$ cat config.mk
export PLATFORM = sky130hd
export DESIGN_NAME = aes_round_ctrl_flat
export DESIGN_NICKNAME = d
export VERILOG_FILES = /design/src/rtl/aes_pkg.sv /design/src/rtl/aes_round_ctrl_if.sv /design/src/rtl/aes_rcon_gen.sv /design/src/rtl/aes_round_ctrl.sv /design/src/flat_wrapper.sv
export SDC_FILE = /design/constraint.sdc
export NUM_CORES = 1
export LEC_CHECK = 0
export BUFFER_PORTS_ARGS = -buffer_cell sky130_fd_sc_hd__buf_2
export CORE_ASPECT_RATIO = 0.7
export CORE_UTILIZATION = 40
export CTS_CLUSTER_DIAMETER = 120
export CTS_CLUSTER_SIZE = 30
export DETAILED_ROUTE_END_ITERATION = 10
export GPL_ROUTABILITY_DRIVEN = 0
export PLACE_DENSITY = 0.7
export SYNTH_ARGS = -nofsm -noshare
export SYNTH_HDL_FRONTEND = slang
export SYNTH_SLANG_ARGS = --single-unit
$ cat constraint.sdc
create_clock -name clk -period 2 [get_ports clk]
set_input_delay 0.1 -clock clk [delete_from_list [all_inputs] [get_ports clk]]
set_output_delay 0.1 -clock clk [all_outputs]
set_load 0.02 [all_outputs]
$ cat src/rtl/aes_pkg.sv
// Shared types, constants and GF(2^8) helper for the AES-128 round sequencer.
package aes_pkg;

    typedef enum logic [1:0] {
        ST_IDLE  = 2'd0,
        ST_ROUND = 2'd1,
        ST_DONE  = 2'd2
    } state_e;

    localparam int unsigned NR_AES128 = 10;
    localparam int unsigned ROUND_W   = 4;
    localparam int unsigned RCON_W    = 8;
    localparam int unsigned CNT_W     = 16;

    localparam logic [RCON_W-1:0] RCON_INIT = 8'h01;
    localparam logic [RCON_W-1:0] RCON_POLY = 8'h1B;

    // Multiply by x in GF(2^8), reducing by the AES polynomial.
    function automatic logic [RCON_W-1:0] xtime(input logic [RCON_W-1:0] b);
        return {b[RCON_W-2:0], 1'b0} ^ (b[RCON_W-1] ? RCON_POLY : 8'h00);
    endfunction

endpackage

$ cat src/rtl/aes_round_ctrl_if.sv
// Block-level valid/ready handshake plus flush between producer, controller and consumer.
interface aes_round_ctrl_if;
    logic in_valid;
    logic in_ready_c;
    logic abort;
    logic out_valid;
    logic out_ready;

    modport slave (
        input  in_valid, abort, out_ready,
        output in_ready_c, out_valid
    );

    modport master (
        output in_valid, abort, out_ready,
        input  in_ready_c, out_valid
    );
endinterface

$ cat src/rtl/aes_rcon_gen.sv
// Round-constant register for the key expander: restarts on load, doubles in GF(2^8) on step.
module aes_rcon_gen
    import aes_pkg::*;
(
    input  logic              clk,
    input  logic              rst,
    input  logic              load_i,
    input  logic              step_i,
    output logic [RCON_W-1:0] rcon_o
);

    logic [RCON_W-1:0] rcon_q, rcon_d;

    always_ff @(posedge clk) begin
        if (rst) rcon_q <= RCON_INIT;
        else     rcon_q <= rcon_d;
    end

    always_comb begin
        rcon_d = rcon_q;
        if (load_i)      rcon_d = RCON_INIT;
        else if (step_i) rcon_d = xtime(rcon_q);
    end

    assign rcon_o = rcon_q;

endmodule

$ cat src/rtl/aes_round_ctrl.sv
// Sequencer for the iterative AES-128 datapath: load, NR timed round commits, then
// hold the cipher until the consumer takes it.
module aes_round_ctrl
    import aes_pkg::*;
#(
    parameter int unsigned NR           = NR_AES128,
    parameter int unsigned ROUND_CYCLES = 1
) (
    input  logic               clk,
    input  logic               rst,
    aes_round_ctrl_if.slave    bus,
    output logic               dp_load_c_o,
    output logic               dp_round_en_c_o,
    output logic               dp_final_c_o,
    output logic               key_step_c_o,
    output logic [ROUND_W-1:0] round_idx_o,
    output logic [RCON_W-1:0]  rcon_o,
    output logic               busy_c_o,
    output logic [CNT_W-1:0]   blk_count_o
);

    localparam int unsigned        CYC_W      = (ROUND_CYCLES > 1) ? $clog2(ROUND_CYCLES) : 1;
    localparam logic [CYC_W-1:0]   CYC_LAST   = CYC_W'(ROUND_CYCLES - 1);
    localparam logic [ROUND_W-1:0] ROUND_LAST = ROUND_W'(NR);

    state_e             state_q, state_d;
    logic [CYC_W-1:0]   cyc_q, cyc_d;
    logic [ROUND_W-1:0] round_q, round_d;
    logic               out_valid_q, out_valid_d;
    logic [CNT_W-1:0]   blk_count_q, blk_count_d;
    logic               in_ready, accept, commit;

    always_ff @(posedge clk) begin
        if (rst) begin
            state_q     <= ST_IDLE;
            cyc_q       <= '0;
            round_q     <= '0;
            out_valid_q <= 1'b0;
            blk_count_q <= '0;
        end else begin
            state_q     <= state_d;
            cyc_q       <= cyc_d;
            round_q     <= round_d;
            out_valid_q <= out_valid_d;
            blk_count_q <= blk_count_d;
        end
    end

    // Abort always wins over a commit or an output handshake in the same cycle.
    always_comb begin
        state_d     = state_q;
        cyc_d       = cyc_q;
        round_d     = round_q;
        out_valid_d = out_valid_q;
        blk_count_d = blk_count_q;
        in_ready    = 1'b0;
        accept      = 1'b0;
        commit      = 1'b0;
        unique case (state_q)
            ST_IDLE: begin
                in_ready = !bus.abort;
                accept   = in_ready && bus.in_valid;
                if (accept) begin
                    state_d = ST_ROUND;
                    round_d = ROUND_W'(1);
                    cyc_d   = '0;
                end
            end
            ST_ROUND: begin
                if (bus.abort) begin
                    state_d = ST_IDLE;
                    round_d = '0;
                    cyc_d   = '0;
                end else if (cyc_q == CYC_LAST) begin
                    commit = 1'b1;
                    cyc_d  = '0;
                    if (round_q == ROUND_LAST) begin
                        state_d     = ST_DONE;
                        out_valid_d = 1'b1;
                    end else begin
                        round_d = round_q + ROUND_W'(1);
                    end
                end else begin
                    cyc_d = cyc_q + CYC_W'(1);
                end
            end
            ST_DONE: begin
                if (bus.abort) begin
                    state_d     = ST_IDLE;
                    out_valid_d = 1'b0;
                    round_d     = '0;
                end else if (bus.out_ready) begin
                    state_d     = ST_IDLE;
                    out_valid_d = 1'b0;
                    round_d     = '0;
                    blk_count_d = blk_count_q + CNT_W'(1);
                end
            end
            default: state_d = ST_IDLE;
        endcase
    end

    aes_rcon_gen u_rcon (
        .clk    (clk),
        .rst    (rst),
        .load_i (accept),
        .step_i (commit),
        .rcon_o (rcon_o)
    );

    assign bus.in_ready_c    = in_ready;
    assign bus.out_valid     = out_valid_q;
    assign dp_load_c_o       = accept;
    assign dp_round_en_c_o   = commit;
    assign key_step_c_o      = commit;
    assign dp_final_c_o      = (state_q == ST_ROUND) && (round_q == ROUND_LAST);
    assign busy_c_o          = (state_q != ST_IDLE);
    assign round_idx_o       = round_q;
    assign blk_count_o       = blk_count_q;

endmodule
$ cat src/flat_wrapper.sv
// flat-port wrapper written by rule: the top's interface ports become plain ports
module aes_round_ctrl_flat import aes_pkg::*;
#(
    parameter int unsigned NR           = NR_AES128,
    parameter int unsigned ROUND_CYCLES = 1
)
  (clk, rst, dp_load_c_o, dp_round_en_c_o, dp_final_c_o, key_step_c_o, round_idx_o, rcon_o, busy_c_o, blk_count_o, bus_in_valid, bus_abort, bus_out_ready, bus_in_ready_c, bus_out_valid);
  aes_round_ctrl_if bus_i ();
  input  logic clk;
  input  logic rst;
  output logic dp_load_c_o;
  output logic dp_round_en_c_o;
  output logic dp_final_c_o;
  output logic key_step_c_o;
  output logic [ROUND_W-1:0] round_idx_o;
  output logic [RCON_W-1:0] rcon_o;
  output logic busy_c_o;
  output logic [CNT_W-1:0] blk_count_o;
  input wire logic [$bits(bus_i.in_valid)-1:0] bus_in_valid;
  input wire logic [$bits(bus_i.abort)-1:0] bus_abort;
  input wire logic [$bits(bus_i.out_ready)-1:0] bus_out_ready;
  output wire logic [$bits(bus_i.in_ready_c)-1:0] bus_in_ready_c;
  output wire logic [$bits(bus_i.out_valid)-1:0] bus_out_valid;
  assign bus_i.in_valid = bus_in_valid;
  assign bus_i.abort = bus_abort;
  assign bus_i.out_ready = bus_out_ready;
  assign bus_in_ready_c = bus_i.in_ready_c;
  assign bus_out_valid = bus_i.out_valid;
  aes_round_ctrl #(.NR(NR), .ROUND_CYCLES(ROUND_CYCLES)) u_core (.clk(clk), .rst(rst), .bus(bus_i), .dp_load_c_o(dp_load_c_o), .dp_round_en_c_o(dp_round_en_c_o), .dp_final_c_o(dp_final_c_o), .key_step_c_o(key_step_c_o), .round_idx_o(round_idx_o), .rcon_o(rcon_o), .busy_c_o(busy_c_o), .blk_count_o(blk_count_o));
endmodule
======== After elaboration in Yosys (flattened, before gate mapping) ========
Index checks and enable logic that the tools add are counted.
word-level totals
  register bits after elaboration ......... 32
  bits of input ports ..................... 5
  output and inout port bits .............. 35
  word-level logic and storage cells ...... 66
cells by class
  add/sub/neg operators ................... 3
  equal/unequal tests ..................... 11
  multiplexer cells ....................... 30
  bitwise gates (word level) .............. 2
  reduce and logical (&&, ||, !) cells .... 14
operators with widths
  cell                   count
  $mux 4                 6
  $add 16x1->16 const B  1
  $mux 1                 13
  $mux 2                 6
  $pmux 4 s3             1
  $reduce_and 5->1       2
  $ne 3x3->1 const B     3
  $xor 8x5->8            1
  $pmux 2 s3             1
  $reduce_bool 2->1      3
  $mux 5                 1
  $add 4x1->4 const B    1
  $eq 4x4->1 const B     1
  $ne 2x1->1 const B     2
  $ne 2x2->1 const B     2
  $pmux 1 s2             2
  $reduce_and 4->1       1
  $ne 3x2->1 const B     1
  $reduce_and 3->1       1
  $reduce_bool 3->1      1
  $eq 2x1->1 const B     1
  $eq 2x2->1 const B     1
  $logic_and 1x1->1      2
  $logic_not 2->1        1
  other kinds (5)        5

======== Longest topological paths before layout ========
Gate-level depths: netlist of the first run.
  depth in word-level cells ............... 5
  depth in mapped cells ................... 8
  gate-level depth less buffers ........... 7

======== Hierarchy ========
A second synthesis of the first run with hierarchy kept.
unflattened totals
  cell total of the unflattened synthesis .. 178
  area total of the unflattened synthesis .. 1589.0 sq um
by module, submodules not included
  module          instances  cells each  area each (sq um)  sequential area each (sq um)
  aes_round_ctrl  1          147         1271.2             460.4
  aes_rcon_gen    1          31          317.8              160.2

======== Worst setup path before layout of the first run ========
OpenSTA, ideal clock, no wires.
  kind .................................... flip-flop to flip-flop
  start point ............................. register u_core.state_q[0]
  end point ............................... register u_core.u_rcon.rcon_q[0] (netlist: u_core.u_rcon.rcon_o[0])
  setup time .............................. 0.062 ns
  arrival ................................. 1.783 ns
  required time ........................... 1.938 ns
  slack ................................... 0.155 ns
  stages on the path, launching flop included .. 8
  buffers on the path ..................... 1
  period minus slack after synthesis ...... 1.845 ns
  cells stage by stage .................... dfxtp_1 inv_1 ha_1 nor2b_1 and2_1 or2_1 clkbuf_1 nand3b_1
on the way
  cells in the longest elaborated chain, start to end .. 3
  elaborated cells on any way between the ends .. 5
  those cells by class .................... 1 x eq/ne; 2 x mux; 2 x reduce/logical
ends and longest elaborated chain
  element                    line                  source
  start, declared            aes_round_ctrl.sv:26  state_e state_q, state_d;
  start signal, assigned     aes_round_ctrl.sv:41  state_q <= state_d;
  $logic_not 2->1            aes_round_ctrl.sv:59  unique case (state_q)
  $mux 1                     aes_round_ctrl.sv:59
  net dp_load_c_o            flat_wrapper.sv:11    output logic dp_load_c_o;
  $reduce_or 2->1 (no line)  --
  end signal, assigned       aes_rcon_gen.sv:16    else rcon_q <= rcon_d;
  end, declared              aes_rcon_gen.sv:12    logic [RCON_W-1:0] rcon_q, rcon_d;
The timed path passes the listed nets, and every way through them passes these cells.
A chain may end at the register's enable or synchronous reset.

======== Worst setup path in the final report of the first run ========
  start point ............................. register u_core.state_q[0]
  end point ............................... register u_core.round_q[3] (netlist: u_core.round_idx_o[3])
on the way
  cells in the longest elaborated chain, start to end .. 3
  elaborated cells on any way between the ends .. 10
  those cells by class .................... 6 x eq/ne; 1 x mux; 3 x reduce/logical
ends and longest elaborated chain
  element                                       line                  source
  $eq 2x1->1 (tied with other cells)            aes_round_ctrl.sv:59
  $ne 3x3->1 (no line) (tied with other cells)  --
  $reduce_and 5->1 (no line)                    --
  end signal, assigned                          aes_round_ctrl.sv:43  round_q <= round_d;
  end, declared                                 aes_round_ctrl.sv:28  logic [ROUND_W-1:0] round_q, round_d;
Several ways; a longest one is shown, not always the timed one.

==> impl_metrics.ini, run 1 <==
[worst_setup_path]
cp.arrival_ps = 1990
crit_required_ps = 2160
worstSetupStartpointType = flop
cp-end-kind = flop
worstSetupPathType = reg -> reg
critPathMaxFanout = 7

[detailed_routing]
vias = 1373
drt_iter0_drc = 77
wirelength_mm = 3.45
antenna_left = 0
dr.pass1.iters = 4
via_per_inst = 5.03
drc = 0
wire_per_inst_um = 12.6

[floorplan]
dieArea_um2 = 4140
die_x_um = 76.5
fp.dieH_um = 54.2
rows = 18
core_um2 = 3630
io_pins = 40
initial_core_util_pct = 42.9

[yosys]
ys_seq_elements = 31
syn_inst = 180
synth_area_leaders = dfxtp_1 (40%), a21oi_1 (5.8%), ha_1 (5.6%), nand2_1 (4.3%), xor2_1 (3.4%)
syn_area_um2 = 1550
dominantRegCellSynth = dfxtp_1
yosysUniqueCellTypes = 43
synth-async-reset-ratio_pct = 0
synth-seq-area-share_pct = 39.9
syn_area_per_cell_um2 = 8.63
yosysTopAreaCell = dfxtp_1
synth_enable_flop_cells = 0
syn-num-nets = 192
synth_top_area_share_pct = 39.9
yosys_warnings = 0

[timing]
max_slew_margin_pct = 67.2
period_share_pct = 91.6
fin_worst_skew_ps = 6.38
final.setup.tns_ps = 0
period_needed_ps = 1830
rsz0062_at_grt = no
setup_viol = 0
worst_pin_slew_ps = 492
hold_viol_final = 0
max_freq_mhz = 546
drv_slew = 0

[cells_and_area]
nets = 234
fillers = 350
area_growth_pct = 22.7
n_antenna_cell = 0
finalNonFillerCells = 273
drive_above_1_share_pct = 26.0
mostFrequentLayoutCell = buf_2
final_util_pct = 52.6
final_cell_mix = buf_2 (39), dfxtp_1 (31), a21oi_1 (18), nand2_1 (18), nor2_1 (13)
fin_area_um2 = 1910

[global_route]
grt_max_degree = 28
antenna_found_initial = 0
grt_pass1_vias = 1147
track_usage_pct = 17.6
grt_overflow = 0
grt_pass1_wl_mm = 5.48

[clocking]
numCtsBuffers = 5
clk_pin_slew_ps = 60
h-tree-depth = 2
clk-insertion-delay-late_ps = 290
cts_tree = yes
ctsHoldBuffers = 0
cts_num_sinks = 31
cts_root_buffer = clkbuf_8
clock_path_buffers = 2

[placed_design]
portBuffers = 39
dp_cells = 263
postPlaceCellArea_um2 = 1790
hpwl_mm = 2.34

[power_and_ir_drop]
power_mw = 1.37
p_leak_nw = 0.793
powerDensity_nw_per_um2 = 720
ir_drop_mv = 0.450

[run_status]
status = complete, no violations

[min_path]
hold_path.class = in -> reg

[job]
drv_cap = 0
[per-layer routing]
metal  up-vias  GRT usage [%]  share of wire, %
met2        27           24.2                39
met1       617           24.4                55
met3         8           5.08               3.9
met5         -              0                 0
li1        721              -                 -
met4         0           9.94               2.0
[registers in the layout, summed over array words and instances, names as in the netlist]
register / count
u_core.blk_count_o: 16
u_core.state_q: 2
u_core.bus.out_valid: 1
u_core.u_rcon.rcon_o: 8
u_core.round_idx_o: 4
[critical path: stages (launching register included)]
cell and delay, ps:
dfxtp_1 380, inv_1 90, ha_1 270, nor3b_2 200
a211oi_2 360, buf_4 190, a311o_1 150, o41ai_1 60
[final timing paths]
check	from	end	slack (ps)	cells after the start
worst max-delay path	u_core.state_q[0]	u_core.round_idx_o[3]	170	7
worst max register to register	u_core.state_q[0]	u_core.round_idx_o[3]	170	7
worst min-delay path	bus_out_ready	u_core.blk_count_o[2]	220	4
worst min register to register	u_core.u_rcon.rcon_o[1]	u_core.u_rcon.rcon_o[2]	470	2
[cells in the mapped netlist, types with 2 or more instances]
| cell | number |
|---|---|
| and4_1 | 2 |
| a21oi_1 | 18 |
| o31ai_1 | 3 |
| dfxtp_1 | 31 |
| or3_1 | 6 |
| buf_2 | 2 |
| nand4_1 | 4 |
| clkbuf_1 | 4 |
| and2_1 | 3 |
| xor2_1 | 6 |
| xnor2_1 | 3 |
| o21ai_0 | 8 |
| a211oi_1 | 4 |
| inv_1 | 11 |
| nand3_1 | 5 |
| nand3b_1 | 3 |
| o41ai_1 | 2 |
| o21a_1 | 2 |
| or4_1 | 3 |
| nor2_1 | 13 |
| nand2_1 | 18 |
| ha_1 | 7 |
| mux2i_1 | 2 |
[metrics by stage]
| step | setup WS [ps] | hold slack, ps |
|---|---|---|
| 2_1_floorplan | 155 | 335 |
| 3_3_place_gp | 225 | 456 |
| 3_5_place_dp | 82.4 | 465 |
| 4_1_cts | 71.3 | 208 |
| 5_1_grt | 17.1 | 267 |
| 6_report | 168 | 224 |
[where the power goes]
group / switching (mW) / internal (mW) / total, mW / leakage [nW]
clock: 0.233 / 0.314 / 0.547 / 0.0515
sequential: 0.0130 / 0.631 / 0.644 / 0.250
combinational: 0.112 / 0.0702 / 0.182 / 0.491
[final cells by class]
cell class | count | area, µm² | share of cell area, %
tap | 50 | 62.6 | 3.28
clock buffer | 8 | 100 | 5.25
multi-input combinational | 128 | 846 | 44.4
sequential | 31 | 621 | 32.5
timing repair buffer | 44 | 233 | 12.2
inverter | 12 | 45.0 | 2.36
[cell families after synthesis]
logic type                 count (synthesis)  synth area share [%]
adders and majority gates                  7                  5.64
DFF                                       31                  39.9
and+or+nand+nor                           67                  24.6
buffers and inverters                     21                  5.96
xor gates and xnor gates                   9                  5.07
muxes                                      2                  1.29
AOI/OAI and AO/OA                         43                  17.6
[repair_timing]
item | 4_1_cts | 5_1_grt
gates resized for setup | 0 | 1
buffers inserted | 0 | 2
setup endpoints to repair | 0 | 4
Power figures use the tool's default switching activity.
==> run 2: changes to the inputs <==
Settings changed: PLACE_DENSITY 0.7 to default.
==> run 2 against run 1 <==
Clock power hardly changed. Register-to-register slack lost 20 ps. Worst hold slack got worse by 14 ps. Count of clock-buffer cells in the layout stayed put. Via count is 2.6% higher. Clock skew is 1.1 ps lower. Critical path depth down 1. First-iteration DRC count up 42%. Combinational power down 2%. Routed wire length rose by 4.8%. Global-route usage up 1.5 points. Die area stayed put. Critical path type unchanged.
==> impl_metrics.ini, run 2 (synthesized netlist as in run 1, its figures left out) <==
[run_status]
status = complete, no violations

[worst_setup_path]
ff2ff_setup_slack_ps = 150
cp-end-kind = flop
critPathMaxFanout = 10
critPathCapture = u_core.blk_count_o[11]
cp_slowest_cell = or4_1
ff2ff_path_depth = 6
cp_slowest_stage_delay_ps = 430
r2r-start = u_core.state_q[0]
crit_family = simple AND/OR/NAND/NOR gates
worstSetupStartpointType = flop
reg2reg_to = u_core.blk_count_o[11]
cp.arrival_ps = 2070
crit_required_ps = 2220
critical_path.cell_chain = inv_1 -> ha_1 -> and4b_2 -> nand3_4 -> or4_1 -> a21oi_1
path_depth = 6
path_buf_inv = 1
startpoint = u_core.state_q[0]
worstSetupPathType = reg -> reg

[detailed_routing]
dr.pass1.iters = 4
vias = 1409
wire_per_inst_um = 13.4
drc = 0
drt_iter0_drc = 109
antenna_left = 0
wirelength_mm = 3.61
via_per_inst = 5.22

[timing]
fin_worst_skew_ps = 5.24
max_freq_mhz = 539
period_share_pct = 92.7
drv_slew = 0
rsz0062_at_grt = no
setup_viol = 0
hold_viol_final = 0
final.setup.tns_ps = 0
max_slew_margin_pct = 66.5
period_needed_ps = 1850
setup_slack_ps = 146
fin_hold_ws_ps = 210
worst_pin_slew_ps = 502

[cells_and_area]
drive_above_1_share_pct = 25.5
n_antenna_cell = 0
multiInputGateArea_um2 = 853
final_cell_mix = buf_2 (39), dfxtp_1 (31), a21oi_1 (18), nand2_1 (18), nor2_1 (13)
largest_reg_flops = 16
mostFrequentLayoutCell = buf_2
fillers = 338
area_growth_pct = 21.7
fin_area_um2 = 1890
final_util_pct = 52.2
nets = 231
final-seq-area_um2 = 621
finalNonFillerCells = 270

[power_and_ir_drop]
ir_drop_mv = 0.396
powerDensity_nw_per_um2 = 723
p_leak_nw = 0.783
power_mw = 1.37

[placed_design]
dp_cells = 261
hpwl_mm = 2.53
pre_cts_ws_ps = 57.2
portBuffers = 39
postPlaceCellArea_um2 = 1770

[clocking]
clk-insertion-delay-late_ps = 290
h-tree-depth = 2
cts_num_sinks = 31
numCtsBuffers = 5
cts_tree = yes
clk_pin_slew_ps = 60
clock_path_buffers = 2
cts_root_buffer = clkbuf_8

[job]
drv_cap = 0

[floorplan]
fp.dieH_um = 54.2
die_x_um = 76.5
core_um2 = 3630
rows = 18
io_pins = 40
dieArea_um2 = 4140
initial_core_util_pct = 42.9

[global_route]
antenna_found_initial = 0
grt_max_degree = 28
track_usage_pct = 19.0
grt_overflow = 0
grt_pass1_vias = 1280
grt_pass1_wl_mm = 5.89

[min_path]
whs_path_depth = 4
hold_path.class = in -> reg
-- run 2: changes by cell type in the layout (fill, tap and decap cells not counted) --
cell and change:
o41ai_1 -1, o41ai_2 +1, buf_4 -3
-- run 2: area by class of cell --
| type | count | share of cell area (%) |
|---|---|---|
| multi-input cells | 128 | 45.1 |
| flip-flops and latches | 31 | 32.8 |
| repair buffers | 41 | 11.1 |
| clock buffers | 8 | 5.29 |
| well taps | 50 | 3.31 |
| inverters | 12 | 2.38 |
-- run 2: what timing repair did --
action                     CTS  global route
pin swaps                    1             0
gates resized for setup      0             2
setup buffers                1             0
setup endpoints to repair    1             1
hold buffers                 0             0
cloned                       0             0
-- run 2: worst min-delay path by stage --
stage | from | to | slack, ps
final | bus_out_ready | u_core.blk_count_o[2] | 210
after floorplan | bus_out_ready | u_core.blk_count_o[2] | 330
after global routing | bus_out_ready | u_core.blk_count_o[2] | 250
after CTS | bus_out_ready | u_core.blk_count_o[2] | 200
after global placement | u_core.u_rcon.rcon_o[1] | u_core.u_rcon.rcon_o[2] | 450
after detailed placement | u_core.bus.out_valid | u_core.bus.out_valid | 470
-- run 2: per-layer routing --
| layer | up-vias | share of wire [%] | routed length, µm | track usage (%) |
|---|---|---|---|---|
| met5 | - | 0 | 0 | 0 |
| met3 | 6 | 6.1 | 221 | 5.42 |
| met2 | 39 | 43 | 1550 | 28.8 |
| li1 | 713 | - | - | - |
| met1 | 651 | 49 | 1780 | 24.7 |
| met4 | 0 | 1.5 | 55 | 10.6 |
-- run 2: report_power, final --
| part | switching [mW] | internal (mW) |
|---|---|---|
| registers | 0.0137 | 0.631 |
| logic | 0.113 | 0.0647 |
| clock network | 0.232 | 0.314 |
| total | 0.359 | 1.01 |
-- run 2: worst reg2reg max path, stage by stage (launching register included) --
cell and delay (ps):
dfxtp_1 340, inv_1 90, ha_1 270, and4b_2 350
nand3_4 140, or4_1 430, a21oi_1 160
